## src/rtl/acl2_spi_sequencer.sv

```systemverilog
// SPI sequencer for the PmodACL2 (ADXL362): configures measurement mode,
// then burst-reads X/Y/Z on each sample tick and publishes 12-bit samples.
//
// Ports:
//   clk, rst            system clock, async active-low reset
//   enable              allows sample reads once configuration is done
//   miso/mosi/sclk/cs_n SPI mode 0 link to the sensor, MSB first
//   x_data/y_data/z_data latched 12-bit two's complement samples
//   sample_valid        one-cycle pulse when x/y/z update
//   cfg_done            high once the configuration write has completed
//   busy                high while cs_n is low or the inter-frame gap runs
//   overrun             one-cycle pulse when a sample tick is dropped
module acl2_spi_sequencer #(
    parameter int CLK_DIV       = 6,
    parameter int SAMPLE_PERIOD = 100000,
    parameter int GAP_CYCLES    = 12
) (
    input  logic        clk,
    input  logic        rst,
    input  logic        enable,
    input  logic        miso,
    output logic        sclk,
    output logic        mosi,
    output logic        cs_n,
    output logic [11:0] x_data,
    output logic [11:0] y_data,
    output logic [11:0] z_data,
    output logic        sample_valid,
    output logic        cfg_done,
    output logic        busy,
    output logic        overrun
);

    localparam int DW = $clog2(CLK_DIV);
    localparam int TW = (SAMPLE_PERIOD > 1) ? $clog2(SAMPLE_PERIOD) : 1;
    localparam int GW = $clog2(GAP_CYCLES + 1);

    localparam logic [DW-1:0] DIV_MAX = DW'(CLK_DIV - 1);
    localparam logic [TW-1:0] TMR_MAX = TW'(SAMPLE_PERIOD - 1);
    localparam logic [GW-1:0] GAP_MAX = GW'(GAP_CYCLES - 1);

    typedef enum logic [2:0] {
        CFG_START,
        XFER,
        GAP,
        WAIT,
        DONE
    } state_t;

    state_t r_state;
    state_t w_state_nxt;

    logic [DW-1:0] r_div;
    logic [7:0]    r_edge;
    logic [GW-1:0] r_gap;
    logic [TW-1:0] r_tmr;
    logic [63:0]   r_tx;
    logic [47:0]   r_rx;
    logic          r_sclk;
    logic          r_cs_n;
    logic          r_is_cfg;
    logic          r_cfg_done;
    logic          r_pending;
    logic          r_valid;
    logic          r_ovr;
    logic [11:0]   r_x;
    logic [11:0]   r_y;
    logic [11:0]   r_z;

    logic          w_div_wrap;
    logic [7:0]    w_edges;
    logic          w_xfer_end;
    logic          w_gap_end;
    logic          w_tick;
    logic          w_start_rd;
    logic          w_unused;

    // One sclk toggle per divider wrap; 16 toggles per byte plus
    // a final wrap that raises cs_n.
    assign w_div_wrap = (r_div == DIV_MAX);
    assign w_edges    = r_is_cfg ? 8'd48 : 8'd128;
    assign w_xfer_end = (r_state == XFER) && w_div_wrap
                        && (r_edge == w_edges);
    assign w_gap_end  = (r_state == GAP) && (r_gap == GAP_MAX);
    assign w_tick     = r_cfg_done && (r_tmr == TMR_MAX);
    assign w_start_rd = (r_state == WAIT) && r_pending && enable;

    // Only the low nibble of each high byte is part of a sample.
    assign w_unused = ^{r_rx[39:36], r_rx[23:20], r_rx[7:4]};

    always_ff @(posedge clk or negedge rst) begin
        if (!rst) begin
            r_state <= CFG_START;
        end else begin
            r_state <= w_state_nxt;
        end
    end

    always_comb begin
        w_state_nxt = r_state;
        unique case (r_state)
            CFG_START: w_state_nxt = XFER;
            XFER: begin
                if (w_xfer_end) w_state_nxt = GAP;
            end
            GAP: begin
                if (w_gap_end) w_state_nxt = r_is_cfg ? WAIT : DONE;
            end
            WAIT: begin
                if (w_start_rd) w_state_nxt = XFER;
            end
            DONE:    w_state_nxt = WAIT;
            default: w_state_nxt = CFG_START;
        endcase
    end

    always_ff @(posedge clk or negedge rst) begin
        if (!rst) begin
            r_div      <= '0;
            r_edge     <= '0;
            r_gap      <= '0;
            r_tmr      <= '0;
            r_tx       <= '0;
            r_rx       <= '0;
            r_sclk     <= 1'b0;
            r_cs_n     <= 1'b1;
            r_is_cfg   <= 1'b0;
            r_cfg_done <= 1'b0;
            r_pending  <= 1'b0;
            r_valid    <= 1'b0;
            r_ovr      <= 1'b0;
            r_x        <= '0;
            r_y        <= '0;
            r_z        <= '0;
        end else begin
            r_valid <= 1'b0;
            // A tick coinciding with a read start is not a dropped tick.
            r_ovr   <= w_tick & r_pending & ~w_start_rd;

            if (r_cfg_done) begin
                r_tmr <= w_tick ? '0 : r_tmr + 1'b1;
            end

            if (w_tick) begin
                r_pending <= 1'b1;
            end else if (w_start_rd) begin
                r_pending <= 1'b0;
            end

            if ((r_state == XFER) && !w_div_wrap) begin
                r_div <= r_div + 1'b1;
            end else begin
                r_div <= '0;
            end

            case (r_state)
                CFG_START: begin
                    r_tx     <= {24'h0A2D02, 40'h0};
                    r_is_cfg <= 1'b1;
                    r_cs_n   <= 1'b0;
                    r_edge   <= '0;
                end
                XFER: begin
                    if (w_div_wrap) begin
                        if (w_xfer_end) begin
                            r_cs_n <= 1'b1;
                            r_gap  <= '0;
                        end else begin
                            r_sclk <= ~r_sclk;
                            r_edge <= r_edge + 8'd1;
                            if (!r_sclk) begin
                                r_rx <= {r_rx[46:0], miso};
                            end else begin
                                r_tx <= {r_tx[62:0], 1'b0};
                            end
                        end
                    end
                end
                GAP: begin
                    r_gap <= r_gap + 1'b1;
                    if (w_gap_end && r_is_cfg) begin
                        r_cfg_done <= 1'b1;
                    end
                end
                WAIT: begin
                    if (w_start_rd) begin
                        r_tx     <= {16'h0B0E, 48'h0};
                        r_is_cfg <= 1'b0;
                        r_cs_n   <= 1'b0;
                        r_edge   <= '0;
                    end
                end
                DONE: begin
                    // r_rx holds received bytes 3..8 in order
                    r_x     <= {r_rx[35:32], r_rx[47:40]};
                    r_y     <= {r_rx[19:16], r_rx[31:24]};
                    r_z     <= {r_rx[3:0], r_rx[15:8]};
                    r_valid <= 1'b1;
                end
                default: ;
            endcase
        end
    end

    assign sclk         = r_sclk;
    assign mosi         = r_tx[63];
    assign cs_n         = r_cs_n;
    assign x_data       = r_x;
    assign y_data       = r_y;
    assign z_data       = r_z;
    assign sample_valid = r_valid;
    assign cfg_done     = r_cfg_done;
    assign busy         = (r_state == XFER) || (r_state == GAP);
    assign overrun      = r_ovr;

endmodule

```

## config.mk

```make
export PLATFORM = sky130hd
export DESIGN_NAME = acl2_spi_sequencer
export DESIGN_NICKNAME = d
export VERILOG_FILES = /design/src/rtl/acl2_spi_sequencer.sv
export SDC_FILE = /design/constraint.sdc
export NUM_CORES = 1
export LEC_CHECK = 0
export BUFFER_PORTS_ARGS = -buffer_cell sky130_fd_sc_hd__buf_2
export CAP_MARGIN = 20
export CORE_MARGIN = 4
export CORE_UTILIZATION = 54
export DETAILED_ROUTE_END_ITERATION = 10
export PLACE_DENSITY = 0.72
export SETUP_SLACK_MARGIN = 0.5
export SLEW_MARGIN = 30
export SYNTH_ARGS = -nofsm -noshare
export SYNTH_HDL_FRONTEND = slang
export SYNTH_SLANG_ARGS = --single-unit
export TNS_END_PERCENT = 100
```

## constraint.sdc

```tcl
create_clock -name clk -period 2.2 [get_ports clk]
set_clock_uncertainty 0.2 [all_clocks]
set_input_delay 0.33 -clock clk [delete_from_list [all_inputs] [get_ports clk]]
set_output_delay 0.33 -clock clk [all_outputs]
set_load 0.01 [all_outputs]
```

==> impl_metrics.json <==
{
  "antenna_cells": 0,
  "antenna_found_initial": 0,
  "cts_tree": "built",
  "area_growth_syn_to_layout_pct": 40.3,
  "power_density_nw_per_um2": 678,
  "place_area_um2": 6700,
  "seq_area_um2": 3740,
  "detail-route-antenna-nets": 0,
  "synthTopCellsByArea": "dfrtp_1 60%, mux2_2 14%, a22o_1 2.0%",
  "rsz0062_at_grt": "yes",
  "place_congestion": 0.808,
  "route.detailed.drc": 0,
  "avgSynthCellArea_um2": 13.4,
  "ys_ff_latch": 149,
  "place_ws_ns": -0.0402,
  "ir_worst_vdd_mv": 0.760,
  "cp_max_fo": 4,
  "clock_latency_ns": 0.42,
  "wirelength_um": 15600,
  "slew_viol_final": 0,
  "htree_levels": 4,
  "final_core_util": 0.784,
  "synth_xor_area_frac": 0.0285,
  "synth_edf_count": 0,
  "yosysTopAreaCell": "dfrtp_1",
  "start_util": 0.559,
  "fin_crit_sh": 0.997,
  "grt_usage": 0.203,
  "synth-compound-area-share": 0.0746,
  "num_rows": 38,
  "path_class": "reg -> reg",
  "vias": 4236,
  "synth_ff_type": "dfrtp_1",
  "clk_pin_slew_ns": 0.06,
  "synth_cells": 457,
  "fp.dieW_um": 115,
  "synth_cell_type_count": 54,
  "die_area_um2": 13100,
  "grt_pass1_vias": 4154,
  "ios": 47,
  "start_kind": "flop",
  "fmax_mhz": 456,
  "routed_via_density": 5.76,
  "finalHoldViolCount": 0,
  "grt_pass1_wl_um": 20700,
  "outcome": "completed",
  "cts_buffer_depth": 2,
  "synth-simple-area-share": 0.0974,
  "synth_commonest_cells": "148 x dfrtp_1, 79 x mux2_2, 26 x nand2_1, 26 x nor2_1, 18 x o21ai_0",
  "dieHeight_um": 115,
  "hold_ws_ns": 0.188,
  "synth_most_common_cell": "dfrtp_1",
  "tightest_slew_ns": 0.620,
  "arrival_ns": 2.29,
  "period_needed_ns": 2.19,
  "grt_max_degree": 54,
  "power.leakage_nw": 4.13,
  "yosysWarningCount": 0,
  "dpl.hpwl_um": 7260,
  "first_pass_iters": 5,
  "holdCritPathClass": "in -> reg",
  "synth.cell_area_um2": 6140,
  "grt-ovfl-total": 0,
  "wl_per_cell_um": 21.2,
  "required_ns": 2.30,
  "fillers": 600,
  "setup_slack_ns": 0.00696,
  "core_um2": 11000,
  "cts_buffers": 17,
  "synth-async-reset-ratio": 1.00,
  "num-nets-final": 593,
  "final_cell_area_um2": 8610,
  "portBuffers": 46,
  "post-synth-top-area-fraction": 0.603,
  "syn-num-nets": 467,
  "drt_iter0_markers": 383,
  "synth_mux_area_frac": 0.157,
  "cts-root-buf": "clkbuf_16",
  "cp-end-kind": "flop",
  "relSlewSlack": 0.583,
  "synth_top_family_by_area": "multiplexers",
  "cts_num_sinks": 149,
  "synthAdderAreaFrac": 0.0122,
  "yosysSeqAreaShare": 0.608,
  "drv_cap": 0,
  "multi_input_area_um2": 2870,
  "final_layout_size_suffix_gt1_frac": 0.506,
  "setup_viol": 0
}
## layout make-up
class	count	area share
inverter	6	0.00262
timing repair buffer	126	0.139
clock inverter	8	0.0142
multi-input combinational	283	0.334
sequential	149	0.434
tap	140	0.0203
clock buffer	23	0.0567
## routing by layer
metal	vias to the layer above	part of all wire	GRT usage
met1	2201	0.42	0.256
met4	0	0.028	0.0895
met2	125	0.51	0.333
li1	1885	-	-
met3	25	0.041	0.0497
met5	-	0	0
## per-stage QoR
step / power [W] / TNS [ns] / instances
floorplan: 0.00280 / 0 / 457
detailed placement: 0.00287 / -0.423 / 644
global route: 0.00601 / -0.390 / 735
CTS: 0.00584 / 0 / 704
global placement: 0.00287 / 0 / 644
finish: 0.00584 / 0 / 735
## logic make-up (layout without fill, tap and decap cells)
family / Yosys count / in the layout
compound gates: 62 / 62
mux: 85 / 85
fa+ha+maj: 6 / 6
xor+xnor: 20 / 20
buf+inv: 25 / 163
flops: 149 / 149
simple gates: 110 / 110
## path summary, 6_finish.rpt
path | start | endpoint | slack [ns] | cells past startpoint
max reg2reg | r_edge[1]$_DFFE_PN0P_ | r_tx[59]$_DFFE_PN0P_ | 0.007 | 9
min | enable | r_is_cfg$_DFFE_PN0P_ | 0.19 | 4
max | r_edge[1]$_DFFE_PN0P_ | r_tx[59]$_DFFE_PN0P_ | 0.007 | 9
min in group asynchronous | rst | y_data[0]$_DFFE_PN0P_ | 0.24 | 2
max in group asynchronous | rst | cfg_done$_DFFE_PN0P_ | 0.87 | 3
min reg2reg | r_tmr[16]$_DFFE_PN0P_ | r_tmr[16]$_DFFE_PN0P_ | 0.28 | 1
## repair_timing
action	in CTS	in global routing
pin swaps	18	34
setup buffers	25	21
endpoints found under the hold margin	49	0
hold buffers	2	0
gates cloned	2	10
endpoints found under the setup margin	137	140
resized for setup	42	150
## flip-flops by register name, indices dropped and copies added (netlist names), 3 cells and up
name     flops
r_tmr       17
y_data      12
x_data      12
r_edge       8
r_tx        23
r_state      3
r_rx        48
r_gap        4
z_data      12
r_div        3
## critical path, stage by stage (launching register included)
cell     delay, ns
dfrtp_1       0.38
inv_1         0.07
ha_2          0.17
nor4b_4       0.28
o21ai_4       0.13
buf_6         0.14
buf_6         0.10
a41o_1        0.22
and2_4        0.17
o22a_1        0.21
## cells in the final DEF, fill, tap and decap left out, types with 6 or more instances in the layout
master / n
mux2_4: 85
o21ai_1: 12
clkbuf_16: 23
nand4_1: 6
dfrtp_1: 142
nor2_1: 18
nand3_1: 9
buf_12: 7
buf_2: 44
nand2_1: 22
nor2_4: 6
buf_6: 28
xor2_1: 10
dfrtp_2: 6
buf_4: 35
xnor2_1: 9
a22o_1: 14
## where the power goes
part           switching [W]  internal, W  leakage, nW
Combinational      0.0000606    0.0000216         1.84
Sequential        0.00000319      0.00274         2.00
Clock                0.00111      0.00190        0.291
Power figures use the tool's default switching activity.
